`src/rtl/console_writer_pkg.sv`:
```
`default_nettype none
// ============================================================================
// Module      : console_writer_pkg
// Description : Shared constants for the text-mode console writer. Contents:
//               screen geometry, the ASCII control codes the writer reacts to,
//               the writer FSM state type, and a printable-character helper.
// Revision    : 1.0 - initial release
// ============================================================================
package console_writer_pkg;

    // Display geometry, shared with the VGA reader side
    localparam int SCR_WORD_SIZE   = 32;
    localparam int SCR_ASCII_SIZE  = 8;
    localparam int SCR_CHARS_HORZ  = 80;
    localparam int SCR_CHARS_VERT  = 30;
    localparam int SCR_CPW         = SCR_WORD_SIZE / SCR_ASCII_SIZE;
    localparam int SCR_TOTAL_WORDS = SCR_CHARS_HORZ * SCR_CHARS_VERT / SCR_CPW;

    // Control codes interpreted by the writer
    localparam logic [7:0] ASCII_BS    = 8'h08;
    localparam logic [7:0] ASCII_LF    = 8'h0A;
    localparam logic [7:0] ASCII_CR    = 8'h0D;
    localparam logic [7:0] ASCII_SPACE = 8'h20;
    localparam logic [7:0] ASCII_TILDE = 8'h7E;

    typedef enum logic [2:0] {
        ST_IDLE  = 3'd0,
        ST_RD    = 3'd1,
        ST_MERGE = 3'd2,
        ST_WR    = 3'd3,
        ST_CLR   = 3'd4
    } state_t;

    function automatic logic is_printable(input logic [7:0] c);
        return (c >= ASCII_SPACE) && (c <= ASCII_TILDE);
    endfunction

endpackage
`default_nettype wire

```
`src/rtl/console_cursor.sv`:
```
`default_nettype none
// ============================================================================
// Module      : console_cursor
// Description : Holds the console cursor (row, col) and applies one command
//               per cycle with wrap-around at the screen edges.
// Ports       : clk, rst          - clock, synchronous active-high reset
//               zero              - home the cursor to (0,0) (highest priority)
//               inc               - advance one column, wrapping to next row
//               dec               - step back one column (no-op at col 0)
//               newline           - col=0, row+1 with wrap
//               carriage_ret      - col=0
//               row, col          - current cursor position
// Revision    : 1.0 - initial release
// ============================================================================
module console_cursor
    import console_writer_pkg::*;
#(
    parameter int CHARS_HORZ = SCR_CHARS_HORZ,
    parameter int CHARS_VERT = SCR_CHARS_VERT
) (
    input  logic                          clk,
    input  logic                          rst,
    input  logic                          zero,
    input  logic                          inc,
    input  logic                          dec,
    input  logic                          newline,
    input  logic                          carriage_ret,
    output logic [$clog2(CHARS_VERT)-1:0] row,
    output logic [$clog2(CHARS_HORZ)-1:0] col
);

    localparam int ROW_W = $clog2(CHARS_VERT);
    localparam int COL_W = $clog2(CHARS_HORZ);
    localparam logic [ROW_W-1:0] LAST_ROW = ROW_W'(CHARS_VERT - 1);
    localparam logic [COL_W-1:0] LAST_COL = COL_W'(CHARS_HORZ - 1);

    logic [ROW_W-1:0] w_row_next;

    assign w_row_next = (row == LAST_ROW) ? '0 : row + 1'b1;

    always_ff @(posedge clk) begin
        if (rst || zero) begin
            row <= '0;
            col <= '0;
        end else if (inc) begin
            if (col == LAST_COL) begin
                col <= '0;
                row <= w_row_next;
            end else begin
                col <= col + 1'b1;
            end
        end else if (dec) begin
            if (col != '0) begin
                col <= col - 1'b1;
            end
        end else if (newline) begin
            col <= '0;
            row <= w_row_next;
        end else if (carriage_ret) begin
            col <= '0;
        end
    end

endmodule
`default_nettype wire

```
`src/rtl/console_writer.sv`:
```
`default_nettype none
// ============================================================================
// Module      : console_writer
// Description : Writer side of the text-mode character buffer. Accepts ASCII
//               characters over valid/ready, tracks the cursor, and packs each
//               character into its byte of a row-major word buffer using a
//               read-modify-write. Also performs a full-screen clear to spaces.
// Ports       : clk, rst                   - clock, sync active-high reset
//               charValid/charData/charReady - character input handshake
//               clearReq                   - one-cycle clear request pulse
//               busy                       - FSM not idle
//               memReadEn/memReadAdd       - word read port (data 1 cycle later)
//               memDataRead                - read data
//               memWriteEn/memWriteAdd/memWriteData - word write port
//               cursorRow/cursorCol        - current cursor position
// Revision    : 1.0 - initial release
// ============================================================================
module console_writer
    import console_writer_pkg::*;
#(
    parameter int WORD_SIZE  = SCR_WORD_SIZE,
    parameter int ASCII_SIZE = SCR_ASCII_SIZE,
    parameter int CHARS_HORZ = SCR_CHARS_HORZ,
    parameter int CHARS_VERT = SCR_CHARS_VERT,
    parameter int BASE_ADDR  = 0
) (
    input  logic                          clk,
    input  logic                          rst,
    input  logic                          charValid,
    input  logic [ASCII_SIZE-1:0]         charData,
    output logic                          charReady,
    input  logic                          clearReq,
    output logic                          busy,
    output logic                          memReadEn,
    output logic [WORD_SIZE-1:0]          memReadAdd,
    input  logic [WORD_SIZE-1:0]          memDataRead,
    output logic                          memWriteEn,
    output logic [WORD_SIZE-1:0]          memWriteAdd,
    output logic [WORD_SIZE-1:0]          memWriteData,
    output logic [$clog2(CHARS_VERT)-1:0] cursorRow,
    output logic [$clog2(CHARS_HORZ)-1:0] cursorCol
);

    localparam int WORD_CHARS   = WORD_SIZE / ASCII_SIZE;
    localparam int SCREEN_WORDS = CHARS_HORZ * CHARS_VERT / WORD_CHARS;
    localparam int ROW_W        = $clog2(CHARS_VERT);
    localparam int COL_W        = $clog2(CHARS_HORZ);
    localparam int BYTE_W       = (WORD_CHARS > 1) ? $clog2(WORD_CHARS) : 1;

    localparam logic [WORD_SIZE-1:0]  BASE_WORD  = WORD_SIZE'(BASE_ADDR);
    localparam logic [ASCII_SIZE-1:0] CHAR_SPACE = ASCII_SIZE'(ASCII_SPACE);
    localparam logic [WORD_SIZE-1:0]  SPACE_WORD = {WORD_CHARS{CHAR_SPACE}};
    localparam logic [WORD_SIZE-1:0]  LAST_WORD  = WORD_SIZE'(SCREEN_WORDS - 1);

    state_t                 r_state;
    logic                   r_clear_pending;
    logic [WORD_SIZE-1:0]   r_word_cnt;
    logic [WORD_SIZE-1:0]   r_tgt_addr;
    logic [BYTE_W-1:0]      r_tgt_byte;
    logic [ASCII_SIZE-1:0]  r_tgt_char;
    logic                   r_tgt_bs;

    logic                   w_clear_go;
    logic                   w_accept;
    logic                   w_printable;
    logic                   w_bs_ok;
    logic [COL_W-1:0]       w_col_eff;
    logic [WORD_SIZE-1:0]   w_lin;
    logic [WORD_SIZE-1:0]   w_word_off;
    logic [BYTE_W-1:0]      w_byte;
    logic [WORD_SIZE-1:0]   w_merged;
    logic                   w_clr_last;
    logic                   w_cur_zero;
    logic                   w_cur_inc;
    logic                   w_cur_dec;
    logic                   w_cur_nl;
    logic                   w_cur_cr;

    assign charReady = (r_state == ST_IDLE) && !r_clear_pending && !rst;
    assign busy      = (r_state != ST_IDLE);

    // A clear request seen in IDLE beats a simultaneous character, which is
    // therefore not consumed.
    assign w_clear_go = (r_state == ST_IDLE) && (r_clear_pending || clearReq);
    assign w_accept   = charValid && charReady && !clearReq;

    assign w_printable = is_printable(8'(charData));
    assign w_bs_ok     = (charData == ASCII_SIZE'(ASCII_BS)) && (cursorCol != '0);

    // Target position: backspace blanks the cell left of the cursor
    assign w_col_eff  = w_bs_ok ? cursorCol - 1'b1 : cursorCol;
    assign w_lin      = WORD_SIZE'(cursorRow) * WORD_SIZE'(CHARS_HORZ) + WORD_SIZE'(w_col_eff);
    assign w_word_off = w_lin / WORD_SIZE'(WORD_CHARS);
    assign w_byte     = BYTE_W'(w_lin % WORD_SIZE'(WORD_CHARS));

    // Byte 0 of a word sits in the MSBs so the display reads characters
    // left-to-right from the top of each word.
    always_comb begin
        w_merged = memDataRead;
        w_merged[WORD_SIZE-1-int'(r_tgt_byte)*ASCII_SIZE -: ASCII_SIZE] = r_tgt_char;
    end

    assign w_clr_last = (r_word_cnt == LAST_WORD);

    assign w_cur_zero = (r_state == ST_CLR) && w_clr_last;
    assign w_cur_inc  = (r_state == ST_WR) && !r_tgt_bs;
    assign w_cur_dec  = (r_state == ST_WR) && r_tgt_bs;
    assign w_cur_nl   = w_accept && (charData == ASCII_SIZE'(ASCII_LF));
    assign w_cur_cr   = w_accept && (charData == ASCII_SIZE'(ASCII_CR));

    console_cursor #(
        .CHARS_HORZ (CHARS_HORZ),
        .CHARS_VERT (CHARS_VERT)
    ) u_cursor (
        .clk          (clk),
        .rst          (rst),
        .zero         (w_cur_zero),
        .inc          (w_cur_inc),
        .dec          (w_cur_dec),
        .newline      (w_cur_nl),
        .carriage_ret (w_cur_cr),
        .row          (cursorRow),
        .col          (cursorCol)
    );

    // Strobes are registered on the transition into the state that owns
    // them, so each is high exactly for the cycle spent in RD / WR / CLR.
    always_ff @(posedge clk) begin
        if (rst) begin
            r_state         <= ST_IDLE;
            r_clear_pending <= 1'b0;
            r_word_cnt      <= '0;
            r_tgt_addr      <= '0;
            r_tgt_byte      <= '0;
            r_tgt_char      <= '0;
            r_tgt_bs        <= 1'b0;
            memReadEn       <= 1'b0;
            memReadAdd      <= '0;
            memWriteEn      <= 1'b0;
            memWriteAdd     <= '0;
            memWriteData    <= '0;
        end else begin
            // Requests during an operation are remembered; during CLR they
            // are absorbed by the clear already running.
            if (clearReq && (r_state != ST_IDLE) && (r_state != ST_CLR)) begin
                r_clear_pending <= 1'b1;
            end

            case (r_state)
                ST_IDLE: begin
                    if (w_clear_go) begin
                        r_state      <= ST_CLR;
                        r_word_cnt   <= '0;
                        memWriteEn   <= 1'b1;
                        memWriteAdd  <= BASE_WORD;
                        memWriteData <= SPACE_WORD;
                    end else if (w_accept && (w_printable || w_bs_ok)) begin
                        r_state    <= ST_RD;
                        r_tgt_addr <= BASE_WORD + w_word_off;
                        r_tgt_byte <= w_byte;
                        r_tgt_char <= w_bs_ok ? CHAR_SPACE : charData;
                        r_tgt_bs   <= w_bs_ok;
                        memReadEn  <= 1'b1;
                        memReadAdd <= BASE_WORD + w_word_off;
                    end
                end
                ST_RD: begin
                    memReadEn <= 1'b0;
                    r_state   <= ST_MERGE;
                end
                ST_MERGE: begin
                    memWriteEn   <= 1'b1;
                    memWriteAdd  <= r_tgt_addr;
                    memWriteData <= w_merged;
                    r_state      <= ST_WR;
                end
                ST_WR: begin
                    memWriteEn <= 1'b0;
                    r_state    <= ST_IDLE;
                end
                ST_CLR: begin
                    if (w_clr_last) begin
                        memWriteEn      <= 1'b0;
                        r_clear_pending <= 1'b0;
                        r_state         <= ST_IDLE;
                    end else begin
                        r_word_cnt  <= r_word_cnt + 1'b1;
                        memWriteAdd <= BASE_WORD + r_word_cnt + 1'b1;
                    end
                end
                default: begin
                    memReadEn  <= 1'b0;
                    memWriteEn <= 1'b0;
                    r_state    <= ST_IDLE;
                end
            endcase
        end
    end

endmodule
`default_nettype wire

```
`config.mk`:
```
export PLATFORM = sky130hd
export DESIGN_NAME = console_writer
export DESIGN_NICKNAME = d
export VERILOG_FILES = /design/src/rtl/console_writer_pkg.sv /design/src/rtl/console_cursor.sv /design/src/rtl/console_writer.sv
export SDC_FILE = /design/constraint.sdc
export NUM_CORES = 1
export LEC_CHECK = 0
export BUFFER_PORTS_ARGS = -buffer_cell sky130_fd_sc_hd__buf_2
export CORE_MARGIN = 2
export CORE_UTILIZATION = 50
export CTS_CLUSTER_DIAMETER = 30
export CTS_CLUSTER_SIZE = 16
export DETAILED_ROUTE_END_ITERATION = 12
export GPL_TIMING_DRIVEN = 0
export PLACE_DENSITY = 0.84
export RECOVER_POWER = 50
export SETUP_SLACK_MARGIN = 0.02
export SLEW_MARGIN = 10
export SYNTH_ARGS = -nofsm -noshare
export SYNTH_HDL_FRONTEND = slang
export SYNTH_SLANG_ARGS = --single-unit
```
`constraint.sdc`:
```
create_clock -name clk -period 3.1 [get_ports clk]
set_input_delay 0 -clock clk [delete_from_list [all_inputs] [get_ports clk]]
set_output_delay 0 -clock clk [all_outputs]
set_load 0.01 [all_outputs]
```
==> results of run 1 <==
[through the flow]
step / cells / setup WS [ps] / power (mW) / cell area (µm²) / hold slack [ps]
after detailed placement: 1237 / -313 / 2.19 / 8260 / 293
after CTS: 1311 / 83.7 / 4.23 / 9300 / 2.94
after global placement: 1237 / -279 / 2.19 / 8260 / 279
after floorplan: 920 / 33.5 / 2.06 / 7370 / 147
final: 1317 / 88.6 / 4.25 / 9250 / 9.89
after global routing: 1317 / 2.30 / 4.36 / 9250 / 71.4
[where the power goes]
part           internal, mW  switching, mW  leakage [nW]  total, mW
registers              1.77         0.0231          1.10       1.80
clock network          1.21          0.835         0.281       2.05
logic                 0.147          0.263          2.25      0.410
total                  3.13           1.12          3.63       4.25
[sequential cells by signal, indices dropped and copies added, names as in the netlist]
register,count
memReadEn,1
memWriteAdd,32
u_cursor.row,5
memWriteEn,1
memWriteData,32
memReadAdd,11
r_clear_pending,1
r_tgt_char,8
u_cursor.col,7
r_state,3
r_word_cnt,32
r_tgt_byte,2
r_tgt_bs,1
[metal layers]
layer  routed length, µm  GRT usage, %  up-vias
met5                   0             0        -
met4                1170          15.9        0
met3                2220          5.58      111
met2               11600          50.9      508
met1                9250          37.4     3697
li1                    -             -     3693
[worst reg2reg max path, stage by stage (launching register included)]
cell	delay, ps
dfxtp_4	360
inv_4	80
ha_4	120
or4b_4	460
o21a_4	250
nand2_4	80
buf_4	150
nor3_1	70
xor2_1	170
ha_1	360
and3_1	190
a32oi_1	220
xor2_1	190
nand3_1	100
a21oi_1	160
[Yosys cell counts (3+ instances only)]
cell type  number  area, µm²
dfxtp_1       136       2720
a21oi_1       115        576
nand2_1        82        308
nor2_1         67        251
o21ai_0        49        245
nand3_1        47        235
clkbuf_1       40        150
nor3_1         31        155
buf_4          22        165
inv_1          16       60.1
buf_2          15       75.1
ha_1           15        188
or3_1          15       93.8
xnor2_1        15        131
xor2_1         15        131
a21o_1         14        105
a211o_1        11       96.3
a31oi_1        11       68.8
and3_1         11       68.8
nand4_1        11       68.8
nor4_1         11       68.8
a211oi_1        9       67.6
o2bb2ai_1       9       78.8
and4_1          8       70.1
buf_1           6       22.5
mux2i_1         6       60.1
nor3b_1         6       45.0
a22o_1          5       43.8
a22oi_1         5       37.5
a311oi_1        5       43.8
nor2b_1         5       31.3
a221oi_1        4       35.0
a2bb2oi_1       4       35.0
a21boi_0        3       22.5
a32o_1          3       30.0
and2_1          3       18.8
nand2b_1        3       18.8
nor4_2          3       37.5
o211ai_1        3       22.5
o21a_1          3       22.5
o31ai_1         3       22.5
[final timing paths]
kind	endpoint	cells after the start	slack (ps)	startpoint
max	memReadAdd[7]	14	90	u_cursor.col[1]
min	memWriteData[6]	5	10	memDataRead[6]
max reg2reg	memReadAdd[7]	14	90	u_cursor.col[1]
min reg2reg	memWriteAdd[17]	1	450	memWriteAdd[17]
[logic make-up after synthesis]
| group | after synthesis |
|---|---|
| other | 1 |
| DFF | 136 |
| buffers and inverters | 102 |
| xor gates and xnor gates | 30 |
| adders and majority gates | 17 |
| muxes | 6 |
| AOI/OAI and AO/OA | 280 |
| and+or+nand+nor | 328 |
[layout make-up]
cell class | instances | area [µm²]
Fill cell | 1248 | 5120
Multi-Input combinational cell | 682 | 4200
Sequential cell | 136 | 2730
Timing Repair Buffer | 180 | 998
Clock buffer | 19 | 443
Buffer | 86 | 435
Tap cell | 184 | 230
Clock inverter | 13 | 145
Inverter | 16 | 65.1
Antenna cell | 1 | 2.50
[what timing repair did]
| item | CTS | global route |
|---|---|---|
| resized for setup | 14 | 9 |
| setup endpoints to repair | 4 | 1 |
| hold buffers | 38 | 0 |
| pin swaps | 3 | 7 |
| endpoints found under the hold margin | 38 | 0 |
| setup buffers | 4 | 5 |
==> reports/summary.txt, run 1 <==
Status -> completed
Max Fclk -> 0.332 GHz
Largest family of logic cells by synthesized area -> compound AO/OA/AOI/OAI gates
Yosys cell types -> 81
VDD IR-drop max -> 396 µV
Row cnt -> 44
Remaining Overflow, GRT -> 0
Vias post-DR -> 8009
Layout net count -> 1180
Max-slew headroom -> 25.6%
Syn avg cell area -> 8.10 µm²
All-layer global routing usage -> 30.5%
TNS Setup -> 0 ps
Req. time, crit path -> 3470 ps
Fin util -> 64.4%
Cell family with most CP delay -> simple AND/OR/NAND/NOR gates
Synth Area in Adders -> 3.12%
RSZ-0062 raised after global routing -> no
Post-Syn Area -> 7290 µm²
Worst-path clk slew -> 60 ps
Seq/Total Area, Yosys -> 37.4%
Final setup skew -> 9.68 ps
Static leakage -> 3.63 nW
Drt pass-1 iters -> 6
Dpl hpwl -> 16000 µm
Die width -> 125 µm
Core area -> 14400 µm²
# port buffers -> 133
Async S/R FF share, synth -> 0%
CP startpoint kind -> flip-flop
I/O pin total -> 156
CTS max path bufs -> 2
Synth Register Bits -> 136
Post-route ant nets -> 0
Fraction of layout cells with a size suffix above 1 -> 13.9%
Clock Tree Root -> clkbuf_16
Critical path type -> reg2reg
Minimum clock period -> 3010 ps
Syn. warnings -> 0
Worst hold path class -> in2reg
Worst path most repeated cell -> xor2_1
Vias per cell -> 6.08
Most common cell after layout, fill and taps aside -> clkbuf_1
Clock insertion delay at the later pin of the skew report -> 440 ps
H-tree Lvls -> 4
Post-synthesis mux area share -> 0.824%
EDFF count, synth -> 0
Post-Synth Simple-Gate Area -> 23.7%
Gpl congestion -> 0.957
Most frequent cells in the layout -> 135 x clkbuf_1, 134 x dfxtp_1, 115 x a21oi_1
Cell count after synthesis -> 900
Vias in the first global route -> 7347
CP max stage delay -> 460 ps
Num CTS Buffers -> 17
Fin. max-slew vios -> 0
Top_reg_cell synth -> dfxtp_1
Largest net degree at the start of global routing -> 17
Synth Area in Compound Gates -> 24.4%
Initial Util -> 50.7%
Initial DRC Count -> 929
Synth Area in XOR/XNOR -> 3.61%
Number of max-cap violations -> 0
Crit-path max FO -> 6
Setup crit end kind -> flip-flop
Worst EP arrival -> 3380 ps
CP Cell Sequence -> inv_4 > ha_4 > or4b_4 > o21a_4 > nand2_4 > buf_4 > nor3_1 > xor2_1 > ha_1 > and3_1 > a32oi_1 > xor2_1 > nand3_1 > a21oi_1
Setup violators final -> 0
CP max stage cell -> or4b_4
Area Overhead vs Synth -> 26.9%
Routed len/inst -> 18.4 µm
Die area -> 15600 µm²
Antenna violations before repair -> 1
Buffers plus inverters on the worst setup path -> 2
Areal power density over the cells -> 460 nW/µm²
CTS tree -> done
Final hold violation count -> 0
Die Y -> 125 µm
Worst-Margin Slew -> 1110 ps
First-pass GRT wire length -> 38400 µm
Final WL -> 24300 µm
Clk sink count -> 136
Fin crit share -> 97.1%
Drc violations -> 0
(Power assumes the default switching activity.)
==> run 2, diff against run 1 <==
--- a/config.mk
+++ b/config.mk
@@ -7,12 +7,12 @@
 export LEC_CHECK = 0
 export BUFFER_PORTS_ARGS = -buffer_cell sky130_fd_sc_hd__buf_2
 export CORE_MARGIN = 2
-export CORE_UTILIZATION = 50
+export CORE_UTILIZATION = 55
 export CTS_CLUSTER_DIAMETER = 30
 export CTS_CLUSTER_SIZE = 16
 export DETAILED_ROUTE_END_ITERATION = 12
 export GPL_TIMING_DRIVEN = 0
-export PLACE_DENSITY = 0.84
+export PLACE_DENSITY = 0.87
 export RECOVER_POWER = 50
 export SETUP_SLACK_MARGIN = 0.02
 export SLEW_MARGIN = 10
==> constraint.sdc (replaced) <==
create_clock -name clk -period 3.2 [get_ports clk]
set_input_delay 0 -clock clk [delete_from_list [all_inputs] [get_ports clk]]
set_output_delay 0 -clock clk [all_outputs]
set_load 0.01 [all_outputs]
==> run 2 against run 1 <==
Effect of this change:
- cell count decreased by 0.68%
- die area is 8.8% lower
- worst setup slack worse by 48 ps
- critical endpoint is now memReadAdd[8]
==> reports/summary.txt, run 2 (synthesis gave the netlist of run 1 again) <==
# port buffers -> 133 (unchanged)
TNS Setup -> 0 ps (unchanged)
CTS max path bufs -> 2 (unchanged)
Antenna violations before repair -> 0 (-1)
Die area -> 14200 µm² (-8.8%)
Worst-Margin Slew -> 1060 ps (-41.2 ps)
Remaining Overflow, GRT -> 0 (unchanged)
First-pass GRT wire length -> 37200 µm (-3.0%)
Critical path type -> reg2reg
Max-slew headroom -> 28.4% (+2.8 points)
Vias post-DR -> 8011 (+0.025%)
Worst hold path class -> in2reg
Final setup skew -> 11.5 ps (+1.83 ps)
Core area -> 13100 µm² (-8.9%)
Fin. max-slew vios -> 0 (unchanged)
Number of diodes -> 0 (-1)
Clk sink count -> 136 (unchanged)
Areal power density over the cells -> 453 nW/µm² (-1.5%)
Clock Tree Root -> clkbuf_16
Layout net count -> 1180 (unchanged)
Die width -> 119 µm (-4.5%)
Initial DRC Count -> 971 (+4.5%)
Clock insertion delay at the later pin of the skew report -> 430 ps (about the same)
Num CTS Buffers -> 17 (unchanged)
CTS tree -> done
Largest net degree at the start of global routing -> 17 (unchanged)
Setup crit end kind -> flip-flop
RSZ-0062 raised after global routing -> yes
Worst-path clk slew -> 60 ps (about the same)
Fin crit share -> 98.7% (+1.6 points)
CP max stage cell -> or4b_4
Vias per cell -> 6.12 (+0.71%)
Row cnt -> 42 (-4.5%)
Die Y -> 119 µm (-4.5%)
Crit-path max FO -> 8 (+2)
Top Registers -> memWriteAdd: 32 flops, memWriteData: 32 flops, r_word_cnt: 32 flops
Static leakage -> 3.65 nW (+0.59%)
Post-Layout Inst Area -> 9280 µm² (+0.38%)
All-layer global routing usage -> 32.9% (+2.4 points)
Vias in the first global route -> 7308 (-0.53%)
Total power -> 4.21 mW (-1.1%)
VDD IR-drop max -> 367 µV (-7.3%)
CP max stage delay -> 480 ps (+20 ps)
I/O pin total -> 156 (unchanged)
Initial Util -> 55.7% (+5.0 points)
Post-DP Area -> 8250 µm² (-0.15%)
Final Worst Setup Slack -> 40.9 ps (-47.8 ps)
Req. time, crit path -> 3490 ps (+20 ps)
Most frequent cells in the layout -> 134 x clkbuf_1, 134 x dfxtp_1, 115 x a21oi_1
Status -> completed
Minimum clock period -> 3160 ps (+148 ps)
Drt pass-1 iters -> 7 (+1)
H-tree Lvls -> 4 (unchanged)
Dpl hpwl -> 16100 µm (+0.49%)
Hold_ws -> 34.3 ps (+24.4 ps)
Setup WS pre-CTS -> -336 ps (-22.8 ps)
Worst EP arrival -> 3450 ps (+70 ps)
Final WL -> 23900 µm (-1.5%)
CP startpoint kind -> flip-flop
Post-route ant nets -> 0 (unchanged)
Drc violations -> 0 (unchanged)
Number of max-cap violations -> 0 (unchanged)
Final hold violation count -> 0 (unchanged)
CP Cell Sequence -> inv_4 > ha_4 > or4b_4 > o21a_4 > nand2_4 > nor2_4 > xnor2_2 > ha_2 > inv_2 > fa_2 > nor2b_2 > o21ai_2 > nor3b_2 > xor2_1 > a211oi_2
Routed len/inst -> 18.3 µm (-0.87%)
Area Overhead vs Synth -> 27.4%
Gpl congestion -> 0.991 (+3.6%)
Setup violators final -> 0 (unchanged)
Fraction of layout cells with a size suffix above 1 -> 14.0% (+0.18 points)
Max Fclk -> 0.317 GHz (-4.7%)
==> run 2: what timing repair did <==
| item | 4_1_cts | 5_1_grt |
|---|---|---|
| endpoints found under the setup margin | 4 | 2 |
| resized for setup | 11 | 15 |
| pin swaps | 4 | 7 |
| hold buffers | 38 | 0 |
| hold endpoints to repair | 38 | 0 |
| setup buffers | 2 | 7 |
==> run 2: per-layer routing <==
| metal | track usage (%) | routed length [µm] | vias up |
|---|---|---|---|
| li1 | - | - | 3697 |
| met1 | 40.4 | 9270 | 3747 |
| met2 | 54.5 | 11500 | 464 |
| met3 | 6.99 | 2090 | 103 |
| met4 | 16.4 | 1070 | 0 |
| met5 | 0 | 0 | - |
==> run 2: path summary, 6_finish.rpt <==
| check | start | to | slack [ps] | cells after the start |
|---|---|---|---|---|
| setup / recovery | u_cursor.col[1] | memReadAdd[8] | 40 | 15 |
| hold / removal | memDataRead[7] | memWriteData[7] | 30 | 5 |
| setup reg to reg | u_cursor.col[1] | memReadAdd[8] | 40 | 15 |
| hold reg to reg | memWriteAdd[12] | memWriteAdd[12] | 450 | 1 |
==> run 2: critical path, delay by kind of cell (launching register included) <==
family          cells  cell delay (ps)
xor+xnor            2              390
flops               1              380
buf+inv             2              130
compound gates      3              450
fa+ha+maj           3              730
simple gates        5              950
==> run 2: area by class of cell <==
type                            instances  area [µm²]
Clock buffer                           22         484
Fill cell                            1034        3800
Sequential cell                       136        2730
Multi-Input combinational cell        682        4200
Timing Repair Buffer                  180        1000
Inverter                               16        65.1
Buffer                                 86         435
Tap cell                              176         220
Clock inverter                         10         143
==> run 2: metrics by stage <==
stage / util [%] / cells
2_1_floorplan: - / 920
3_3_place_gp: 63.0 / 1229
3_5_place_dp: 63.0 / 1229
4_1_cts: 71.1 / 1301
5_1_grt: 71.0 / 1308
6_report: 71.0 / 1308
==> run 2: power by group <==
group	total [mW]	switching, mW	internal (mW)
sequential	1.74	0.0228	1.72
combinational	0.394	0.252	0.142
clock	2.07	0.764	1.31
==> run 3, diff against run 2 <==
--- a/config.mk
+++ b/config.mk
@@ -8,6 +8,7 @@
 export BUFFER_PORTS_ARGS = -buffer_cell sky130_fd_sc_hd__buf_2
 export CORE_MARGIN = 2
 export CORE_UTILIZATION = 55
+export CTS_BUF_LIST = sky130_fd_sc_hd__clkbuf_16
 export CTS_CLUSTER_DIAMETER = 30
 export CTS_CLUSTER_SIZE = 16
 export DETAILED_ROUTE_END_ITERATION = 12
==> constraint.sdc (replaced) <==
create_clock -name clk -period 3.2 [get_ports clk]
set_input_delay 0.96 -clock clk [delete_from_list [all_inputs] [get_ports clk]]
set_output_delay 0.96 -clock clk [all_outputs]
set_load 0.01 [all_outputs]
==> run 3 against run 2 <==
Effect of this change:
- utilization shrank 3.0 points
- sequential power about the same
- critical path depth unchanged
- worst setup slack gained 110 ps
- sequential share of layout area is 1.3 points higher
- non-clock buffer count decreased by 40
- clock skew decreased by 3.2 ps
- final area decreased by 4.2%
- die area did not move
- total power shrank 1.3%
- fmax grew 3.5%
- cell count down 3.1%
- largest cell class unchanged
- largest power group unchanged
- highest routed layer unchanged
==> reports/summary.txt, run 3 (synthesis gave the netlist of run 1 again) <==
Crit-path max FO -> 6 (-2)
Dpl hpwl -> 16000 µm (-0.81%)
Gpl congestion -> 1.01 (+2.2%)
Max Fclk -> 0.328 GHz (+3.5%)
CP max stage delay -> 470 ps (about the same)
Fill cells -> 1108 (+7.2%)
Clock insertion delay at the later pin of the skew report -> 440 ps (about the same)
Fin crit share -> 95.4% (-3.3 points)
Clk sink count -> 136 (unchanged)
Antenna violations before repair -> 0 (unchanged)
CP Cell Sequence -> inv_4 > ha_4 > or4b_4 > o21a_4 > nand2_8 > nor2_4 > xnor2_2 > ha_2 > inv_2 > fa_2 > nor2b_2 > o21ai_2 > nor3b_2 > xor2_1 > a211oi_1
Final setup skew -> 8.35 ps (-3.16 ps)
RSZ-0062 raised after global routing -> no
Vias in the first global route -> 6857 (-6.2%)
H-tree Lvls -> 4 (unchanged)
Setup crit end kind -> flip-flop
CP startpoint kind -> flip-flop
First-pass GRT wire length -> 34800 µm (-6.5%)
Num CTS Buffers -> 17 (unchanged)
VDD IR-drop max -> 392 µV (+6.9%)
CTS tree -> done
Req. time, crit path -> 3510 ps (+20 ps)
Buffers plus inverters on the worst setup path -> 2 (unchanged)
Minimum clock period -> 3050 ps (-107 ps)
CP max stage cell -> or4b_4
Top Registers -> memWriteAdd: 32 flops, memWriteData: 32 flops, r_word_cnt: 32 flops
Drt pass-1 iters -> 5 (-2)
Vias post-DR -> 7698 (-3.9%)
Max-slew headroom -> 31.5% (+3.1 points)
Initial Util -> 55.7% (unchanged)
Most frequent cells in the layout -> 134 x dfxtp_1, 127 x clkbuf_1, 115 x a21oi_1
TNS Setup -> 0 ps (unchanged)
Post-DP Area -> 8250 µm² (about the same)
Worst-path clk slew -> 60 ps (about the same)
Layout net count -> 1140 (-3.4%)
Setup WS pre-CTS -> -414 ps (-78.2 ps)
Routed len/inst -> 17.6 µm (-3.8%)
Critical path type -> reg2reg
Remaining Overflow, GRT -> 0 (unchanged)
Areal power density over the cells -> 467 nW/µm² (+3.1%)
Post-route ant nets -> 0 (unchanged)
Setup violators final -> 0 (unchanged)
Final hold violation count -> 0 (unchanged)
Clock Tree Root -> clkbuf_16
Worst-Margin Slew -> 1020 ps (-46.3 ps)
Vias per cell -> 6.07 (-0.88%)
Largest net degree at the start of global routing -> 20 (+3)
I/O pin total -> 156 (unchanged)
Register area -> 2730 µm² (unchanged)
CTS max path bufs -> 2 (unchanged)
Multi-input gate area -> 4210 µm² (about the same)
Cell family with most CP delay -> simple AND/OR/NAND/NOR gates
Final Worst Setup Slack -> 148 ps (+107 ps)
Worst EP arrival -> 3370 ps (-80 ps)
Area Overhead vs Synth -> 22.0%
Die width -> 119 µm (unchanged)
Row cnt -> 42 (unchanged)
Initial DRC Count -> 736 (-24%)
Core area -> 13100 µm² (unchanged)
Drc violations -> 0 (unchanged)
Final WL -> 22300 µm (-6.8%)
Most common cell after layout, fill and taps aside -> dfxtp_1
Fraction of layout cells with a size suffix above 1 -> 14.7% (+0.70 points)
Fin. max-slew vios -> 0 (unchanged)
All-layer global routing usage -> 30.8% (-2.1 points)
Status -> completed
Worst hold path class -> reg2reg
Die Y -> 119 µm (unchanged)
Die area -> 14200 µm² (unchanged)
# port buffers -> 133 (unchanged)
Number of diodes -> 0 (unchanged)
Post-Layout Inst Area -> 8890 µm² (-4.2%)
Number of max-cap violations -> 0 (unchanged)
Static leakage -> 3.49 nW (-4.5%)
-- run 3: cell count changes in the layout (fill, tap and decap cells not counted), moves of 3 or more --
cell,delta
buf_2,+3
clkbuf_1,-7
clkbuf_8,-4
clkinvlp_4,-3
dlygate4sd3_1,-38
inv_6,+4
-- run 3: power breakdown --
part | leakage [nW] | switching, mW | internal, mW | total, mW
Clock | 0.298 | 0.822 | 1.24 | 2.06
Sequential | 1.10 | 0.0211 | 1.72 | 1.74
Combinational | 2.09 | 0.238 | 0.113 | 0.350
-- run 3: cell type report --
| class | count | share of cell area, % |
|---|---|---|
| multi-input combinational | 682 | 47.3 |
| clock inverter | 15 | 2.13 |
| inverter | 16 | 0.732 |
| buffer | 85 | 4.90 |
| timing repair buffer | 141 | 6.94 |
| clock buffer | 17 | 4.79 |
| sequential | 136 | 30.7 |
| tap | 176 | 2.48 |
-- run 3: metrics by stage --
| stage | power (mW) | utilization, % | std cells | hold slack, ps |
|---|---|---|---|---|
| floorplan | 1.99 | - | 920 | 465 |
| global placement | 2.12 | 63.1 | 1229 | 430 |
| detailed placement | 2.12 | 63.1 | 1229 | 440 |
| CTS | 4.14 | 68.1 | 1262 | 454 |
| global route | 4.26 | 67.9 | 1268 | 476 |
| finish | 4.15 | 67.9 | 1268 | 449 |
-- run 3: repair_timing --
item	4_1_cts	5_1_grt
hold buffers	0	0
setup endpoints to repair	3	2
pin swaps	1	6
resized for setup	12	14
buffers inserted	2	6
-- run 3: final timing paths --
path                                      start               to  slack, ps  cells after the start
worst max-delay path            u_cursor.col[0]    memReadAdd[8]        150                     15
worst min register to register  memWriteAdd[15]  memWriteAdd[15]        450                      1
worst min-delay path            memWriteAdd[15]  memWriteAdd[15]        450                      1
worst max register to register  u_cursor.col[0]    memReadAdd[8]        150                     15
-- run 3: worst reg2reg max path: cells and delay by family, from the launching register on --
kind | cells | cell delay [ps]
simple gates | 5 | 940
compound gates | 3 | 430
flops | 1 | 370
fa+ha+maj | 3 | 730
xor+xnor | 2 | 340
buf+inv | 2 | 110
-- run 3: per-layer routing --
layer / vias up / global-route usage [%] / wire, µm
li1: 3616 / - / -
met4: 0 / 13.5 / 855
met1: 3602 / 37.8 / 8890
met3: 82 / 6.47 / 1760
met2: 398 / 51.9 / 10800
met5: - / 0 / 0
